===== config.mk =====
export PLATFORM = sky130hd
export DESIGN_NAME = control_sequencer
export DESIGN_NICKNAME = d
export VERILOG_FILES = /design/src/rtl/control_sequencer.sv
export SDC_FILE = /design/constraint.sdc
export NUM_CORES = 1
export LEC_CHECK = 0
export CAP_MARGIN = 15
export CORE_MARGIN = 1.5
export CORE_UTILIZATION = 40
export CTS_BUF_LIST = sky130_fd_sc_hd__clkbuf_8 sky130_fd_sc_hd__clkbuf_16
export CTS_CLUSTER_SIZE = 10
export DETAILED_ROUTE_END_ITERATION = 8
export PLACE_DENSITY = 0.91
export SLEW_MARGIN = 0
export SYNTH_ARGS = -nofsm -noshare
export SYNTH_HDL_FRONTEND = slang
export SYNTH_SLANG_ARGS = --single-unit

===== constraint.sdc =====
create_clock -name clock -period 5.6 [get_ports clock]
set_clock_uncertainty 0.05 [all_clocks]
set_input_delay 0.84 -clock clock [delete_from_list [all_inputs] [get_ports clock]]
set_output_delay 0.84 -clock clock [all_outputs]
set_load 0.02 [all_outputs]

===== src/rtl/control_sequencer.sv =====
// Hardwired Moore control unit: fetch T0-T2, execute T3-T6 for register-register instructions.
// Optional ILLEGAL_TRAP_EN: undefined opcodes halt the sequencer and raise the sticky `illegal`.
module control_sequencer #(
    parameter int unsigned NREG = 16,
    parameter int unsigned OPW  = 5
) (
    input  logic            clock,
    input  logic            clear,
    input  logic [31:0]     ir,
    input  logic            mem_ready,
    output logic            PCout,
    output logic            IncPC,
    output logic            MARin,
    output logic            memRead,
    output logic            MDRin,
    output logic            MDRout,
    output logic            IRin,
    output logic            Yin,
    output logic            Zin,
    output logic            Zhighout,
    output logic            Zlowout,
    output logic            HIin,
    output logic            LOin,
    output logic [NREG-1:0] reg_out,
    output logic [NREG-1:0] reg_in,
    output logic [OPW-1:0]  alu_op,
    output logic            run
`ifdef ILLEGAL_TRAP_EN
    ,
    output logic            illegal
`endif
);

    typedef enum logic [3:0] {
        StIdle, StT0, StT1, StT2, StT3, StT4, StT5, StT6, StHalted
    } state_e;

    typedef enum logic [2:0] {
        ClsBin, ClsMulDiv, ClsUnary, ClsNop, ClsHalt, ClsIll
    } cls_e;

    state_e          state_q, state_d;
    cls_e            cls;
    logic [OPW-1:0]  op;
    logic [3:0]      ra, rb, rc;

    assign op = ir[31:32-OPW];
    assign ra = ir[26:23];
    assign rb = ir[22:19];
    assign rc = ir[18:15];

    function automatic logic [NREG-1:0] onehot(input logic [3:0] idx);
        return NREG'(1) << idx;
    endfunction

    always_comb begin
        cls = ClsIll;
        if (op >= OPW'(3) && op <= OPW'(11)) begin
            cls = ClsBin;
        end else if (op == OPW'(15) || op == OPW'(16)) begin
            cls = ClsMulDiv;
        end else if (op == OPW'(17) || op == OPW'(18)) begin
            cls = ClsUnary;
        end else if (op == OPW'(26)) begin
            cls = ClsNop;
        end else if (op == OPW'(27)) begin
            cls = ClsHalt;
        end
    end

    // Reset forces StIdle asynchronously, so every strobe drops with clear.
    always_ff @(posedge clock or negedge clear) begin
        if (!clear) begin
            state_q <= StIdle;
        end else begin
            state_q <= state_d;
        end
    end

    always_comb begin
        state_d  = state_q;
        PCout    = 1'b0;
        IncPC    = 1'b0;
        MARin    = 1'b0;
        memRead  = 1'b0;
        MDRin    = 1'b0;
        MDRout   = 1'b0;
        IRin     = 1'b0;
        Yin      = 1'b0;
        Zin      = 1'b0;
        Zhighout = 1'b0;
        Zlowout  = 1'b0;
        HIin     = 1'b0;
        LOin     = 1'b0;
        reg_out  = '0;
        reg_in   = '0;
        alu_op   = '0;
        run      = (state_q != StIdle) && (state_q != StHalted);

        unique case (state_q)
            StIdle: state_d = StT0;
            StT0: begin
                PCout   = 1'b1;
                MARin   = 1'b1;
                IncPC   = 1'b1;
                state_d = StT1;
            end
            StT1: begin
                memRead = 1'b1;
                MDRin   = 1'b1;
                state_d = mem_ready ? StT2 : StT1;
            end
            StT2: begin
                MDRout  = 1'b1;
                IRin    = 1'b1;
                state_d = StT3;
            end
            StT3: begin
                state_d = StT0;
                unique case (cls)
                    ClsBin: begin
                        reg_out = onehot(rb);
                        Yin     = 1'b1;
                        state_d = StT4;
                    end
                    ClsMulDiv: begin
                        reg_out = onehot(ra);
                        Yin     = 1'b1;
                        state_d = StT4;
                    end
                    ClsUnary: begin
                        reg_out = onehot(rb);
                        Zin     = 1'b1;
                        alu_op  = op;
                        state_d = StT4;
                    end
                    ClsHalt: state_d = StHalted;
                    ClsNop:  state_d = StT0;
                    ClsIll: begin
`ifdef ILLEGAL_TRAP_EN
                        state_d = StHalted;
`else
                        state_d = StT0;
`endif
                    end
                    default: state_d = StT0;
                endcase
            end
            StT4: begin
                if (cls == ClsUnary) begin
                    Zlowout = 1'b1;
                    reg_in  = onehot(ra);
                    state_d = StT0;
                end else begin
                    reg_out = (cls == ClsMulDiv) ? onehot(rb) : onehot(rc);
                    Zin     = 1'b1;
                    alu_op  = op;
                    state_d = StT5;
                end
            end
            StT5: begin
                Zlowout = 1'b1;
                if (cls == ClsMulDiv) begin
                    LOin    = 1'b1;
                    state_d = StT6;
                end else begin
                    reg_in  = onehot(ra);
                    state_d = StT0;
                end
            end
            StT6: begin
                Zhighout = 1'b1;
                HIin     = 1'b1;
                state_d  = StT0;
            end
            StHalted: state_d = StHalted;
            default:  state_d = StIdle;
        endcase
    end

`ifdef ILLEGAL_TRAP_EN
    logic illegal_q, illegal_d;

    assign illegal_d = illegal_q | ((state_q == StT3) && (cls == ClsIll));

    always_ff @(posedge clock or negedge clear) begin
        if (!clear) begin
            illegal_q <= 1'b0;
        end else begin
            illegal_q <= illegal_d;
        end
    end

    assign illegal = illegal_q;
`endif

endmodule

-- Yosys cells after proc, flatten, opt, wreduce, memory -nomap -nowiden
Cells that the tools add are included.
- magnitude comparators: 2
- eq/ne operators: 18
- shift-type cells: 3
- mux-type cells: 32
- reduce and logical (&&, ||, !) cells: 11
- operators with widths (kind ; count):
    case mux 16 bit (2 select lines) ; 3
    2-to-1 mux 16 bit ; 4
    << shifter 1 x 4 -> 16 bit (first input constant) ; 3
    case mux 4 bit (8 select lines) ; 1
    equality test 5 bit (second input constant) ; 5
    2-to-1 mux 3 bit ; 6
    equality test 4 x 3 -> 1 bit (second input constant) ; 4
    2-to-1 mux 1 bit ; 12
    2-to-1 mux 5 bit ; 2
    case mux 5 bit (2 select lines) ; 1
    equality test 4 x 2 -> 1 bit (second input constant) ; 2
    case mux 4 bit (2 select lines) ; 1
    OR reduction 2 bit ; 3
    equality test 5 x 4 -> 1 bit (second input constant) ; 1
    greater-or-equal comparator 5 x 2 -> 1 bit (second input constant) ; 1
    <= comparator 5 x 4 -> 1 bit (second input constant) ; 1
    equality test 4 x 1 -> 1 bit (second input constant) ; 1
    equality test 4 bit (second input constant) ; 1
    logical NOT 4 bit ; 1
    != test 4 bit (second input constant) ; 1
    case mux 1 bit (2 select lines) ; 2
    nonzero test 4 bit ; 1
    equality test 3 x 1 -> 1 bit (second input constant) ; 1
    equality test 3 x 2 -> 1 bit (second input constant) ; 1
    5 further kinds ; 7
- flip-flop bits (word level): 4
- input bits: 35
- output and inout port bits: 51
- logic and storage cells: 67

-- Logic depth before layout (Yosys ltp)
- depth in word-level cells: 10
- depth in mapped cells: 8

-- Worst setup path after synthesis
No wires, ideal clock.
- path kind: input port to output port
- from: input port ir[29]
- to: output port reg_in[14]
- arrival time: 2.522 ns
- data required time: 4.710 ns
- path slack: 2.188 ns
- cell stages on the path: 7
- cell sequence: buf_2 nor3b_2 nand2b_1 o21ai_1 nand2_2 buf_6 nor4_1
- word-level cells in the longest chain between the ends: 9
- RTL lines (what ; line ; source):
    start: declaration ; 9 ; input logic [31:0] ir,
    equality test 5 bit ; 66 ; end else if (op == OPW'(27)) begin
    2-to-1 mux 1 bit ; 66 ;
    2-to-1 mux 3 bit ; 64 ; end else if (op == OPW'(26)) begin
    2-to-1 mux 3 bit ; 62 ; end else if (op == OPW'(17) || op == OPW'(18)) begin
    2-to-1 mux 3 bit ; 60 ; end else if (op == OPW'(15) || op == OPW'(16)) begin
    2-to-1 mux 3 bit (*) ; 58 ; if (op >= OPW'(3) && op <= OPW'(11)) begin
    equality test 3 x 1 -> 1 bit or equality test 3 x 2 -> 1 bit (tied branches) ; 163, 150 ;
    2-to-1 mux 16 bit, on equally long branches ; 163, 150 ;
    case mux 16 bit (2 select lines) (*) ; 100 ; unique case (state_q)
    end: declaration ; 25 ; output logic [NREG-1:0] reg_in,
Mark *: on every way between the ends. The rest lies on a longest branch, timed or not.

-- Worst setup path after layout
- from: input port ir[30]
- to: output port reg_out[9]
- word-level cells in the longest chain between the ends: 10
- RTL lines (what ; line ; source):
    equality test 5 bit ; 66 ;
    2-to-1 mux 1 bit ; 66 ;
    2-to-1 mux 3 bit ; 64 ;
    2-to-1 mux 3 bit ; 62 ;
    2-to-1 mux 3 bit ; 60 ;
    2-to-1 mux 3 bit (*) ; 58 ;
    equality test 3 x 2 -> 1 bit, or another cell as far along ; 120, 150 ;
    OR reduction 2 bit (no source line) or 2-to-1 mux 16 bit (tied branches) ; -- ;
    case mux 16 bit (2 select lines) or 2-to-1 mux 16 bit (tied branches) ; 120, 150 ;
    case mux 16 bit (2 select lines) (*) ; 100 ;
    end: declaration ; 24 ; output logic [NREG-1:0] reg_out,
Marked as above.

==> impl_metrics.ini <==
[status]
status = completed

[finish]
largest_reg_flops = 4
largestRegisters = state_q x4
seq_area_um2 = 100
areaGrowthSynthToFinish_pct = 49.7
final_cell_area_um2 = 1950
n_fill_cell = 299
regMostFlops = state_q
diodes = 0
nNetsFinal = 289
multi_input_area_um2 = 1030
final_cell_mix = clkdlybuf4s50_1 (70), nor4_1 (31), nand2_1 (18)
drive_gt1_frac = 0.0635
layout_commonest_cell = clkdlybuf4s50_1

[setup_path]
worstPathArrival_ns = 3.84
worstSetupPathType = in2out
critPathLaunchType = input port
crit_fanout = 23
cp_slowest_stage_delay_ns = 0.83
critPathCaptureType = output pin
worst-path-stages = 7
crit_slowest_cell = a32oi_2
crit_required_ns = 4.71
rr_worst_depth = 5
crit_chain = clkdlybuf4s50_1 -> nor2b_1 -> a32oi_2 -> nor2_2 -> nor2_2 -> o221ai_1 -> clkdlybuf4s50_1
path_buf_inv = 2
crit_family = buffers and inverters

[sta]
setup_violations = 0
layout_min_cycle_time_ns = 4.73
setup_slack_ns = 0.867
fmax_mhz = 211
tightest_slew_ns = 0.988
setup_tns_ns = 0
worst_hold_slack_ns = 0.530
slew_violations = 0
final_hold_viol_count = 0
rsz0062_at_grt = no
fin_crit_sh = 0.845
relSlewSlack = 0.341

[clock_tree]
clk_pin_slew_worst_paths_ns = 0.03
htreeDepth = 1
cts.sinks = 4
postCtsSetupBuffers = 0
cts_root_buf = clkbuf_8
cts_made_buffers = 3
cts_buffer_depth = 2
cts_tree = yes
ctsHoldBuffers = 0
clk_latency_ns = 0.22
cts_resized = 0

[logic_synthesis]
ys_warn_count = 0
netlist-cell-type-count = 48
syn_nets = 237
synth_flop_cell = dfrtp_1
syn_area_per_cell_um2 = 6.46
ys_seq_area_frac = 0.0767
synth_edf_count = 0
synth_area_leader_cell = nor4_1
synth.top_cell.area_share = 0.149
synthCells = 202
synth.cell_area_um2 = 1310
synth.top_cells.by_area = nor4_1 (15%), dfrtp_1 (7.7%), a21oi_1 (5.8%)
async_reset_ff_frac = 1.00
ys_seq_elements = 4

[global_routing]
grt_pass1_wl_um = 6850
grt_usage = 0.241
grt_antenna_before_repair = 0
grt_overflow = 0
grt_start_max_net_pins = 24
first_global_vias = 1558

[min_path]
hold_path_class = reg2reg
min_path_cells = 1

[placement]
place.gp.congestion = 0.877
portBuffers = 70
place_area_um2 = 1910
pre_cts_slack_ns = 0.941
place_hpwl_um = 3210

[floorplanning]
die_x_um = 60.1
fp.dieH_um = 60.1
initial_core_util = 0.424
rows = 20
io_pins = 86
core_area_um2 = 3080
die_area_um2 = 3610

[routing]
wl_met2_um = 2140
wl_met1_um = 1850
wl_um = 4290
wire_per_inst_um = 14.5
remaining_drc_errors = 0
via_per_inst = 5.89
route.top_layer_used = met4
antenna_left = 0
first_pass_iters = 4
drt_iter0_drc = 115
num_vias = 1743
dr_wl_met3_um = 293

[pwr]
finalPower_uw = 427
pwr_density_cell_nw_per_um2 = 219
ir_drop_uv = 103
power_leakage_nw = 0.594

[flow_run]
maxCapViolations = 0
[power breakdown]
part	internal [mW]	total, mW	switching, mW
sequential	0.0394	0.0643	0.0249
clock	0.0458	0.0610	0.0152
combinational	0.128	0.302	0.174
total	0.213	0.427	0.214
[final cells by class]
cell class	instances	area share
timing repair buffer	70	0.359
tap	44	0.0282
clock buffer	3	0.0211
multi-input combinational	169	0.529
sequential	4	0.0512
inverter	6	0.0115
[synth_stat cells, types with 2 or more instances]
cell      number
a21oi_1       15
a22oi_1        2
a31oi_1        4
a41oi_1        2
and2_1         6
buf_1          3
buf_2          7
buf_4          8
buf_6          3
dfrtp_1        4
inv_1          6
nand2_1       18
nand2b_1       6
nand3_1        8
nor2_1        13
nor2_2         2
nor2b_1        7
nor3_1        10
nor3b_1        3
nor4_1        31
o21ai_0        3
o21ai_1       10
o22ai_1        3
or2_2          2
or3_1          3
[stage by stage]
step / util / std cells
floorplan: - / 202
global placement: 0.621 / 293
detailed placement: 0.621 / 293
CTS: 0.635 / 296
global route: 0.635 / 296
finish: 0.635 / 296
[cell families (layout without fill, tap and decap cells)]
kind of cell / count (synthesis) / in the layout / share of synthesized area
simple gates: 119 / 119 / 0.517
compound gates: 49 / 49 / 0.268
xor+xnor: 1 / 1 / 0.00671
flops: 4 / 4 / 0.0767
buf+inv: 29 / 79 / 0.131
[per-layer routing]
metal	up-vias	track usage
li1	866	-
met1	790	0.292
met2	85	0.436
met3	2	0.0346
met4	0	0.0635
met5	-	0
[path summary, 6_finish.rpt]
path / from / end / slack [ns]
min in group asynchronous: clear / state_q[1] / 0.77
max in group asynchronous: clear / state_q[3] / 4.56
max: ir[30] / reg_out[9] / 0.87
min: state_q[3] / state_q[1] / 0.53
min reg2reg: state_q[3] / state_q[1] / 0.53
max reg2reg: state_q[1] / state_q[0] / 3.80
(Power assumes the default switching activity.)
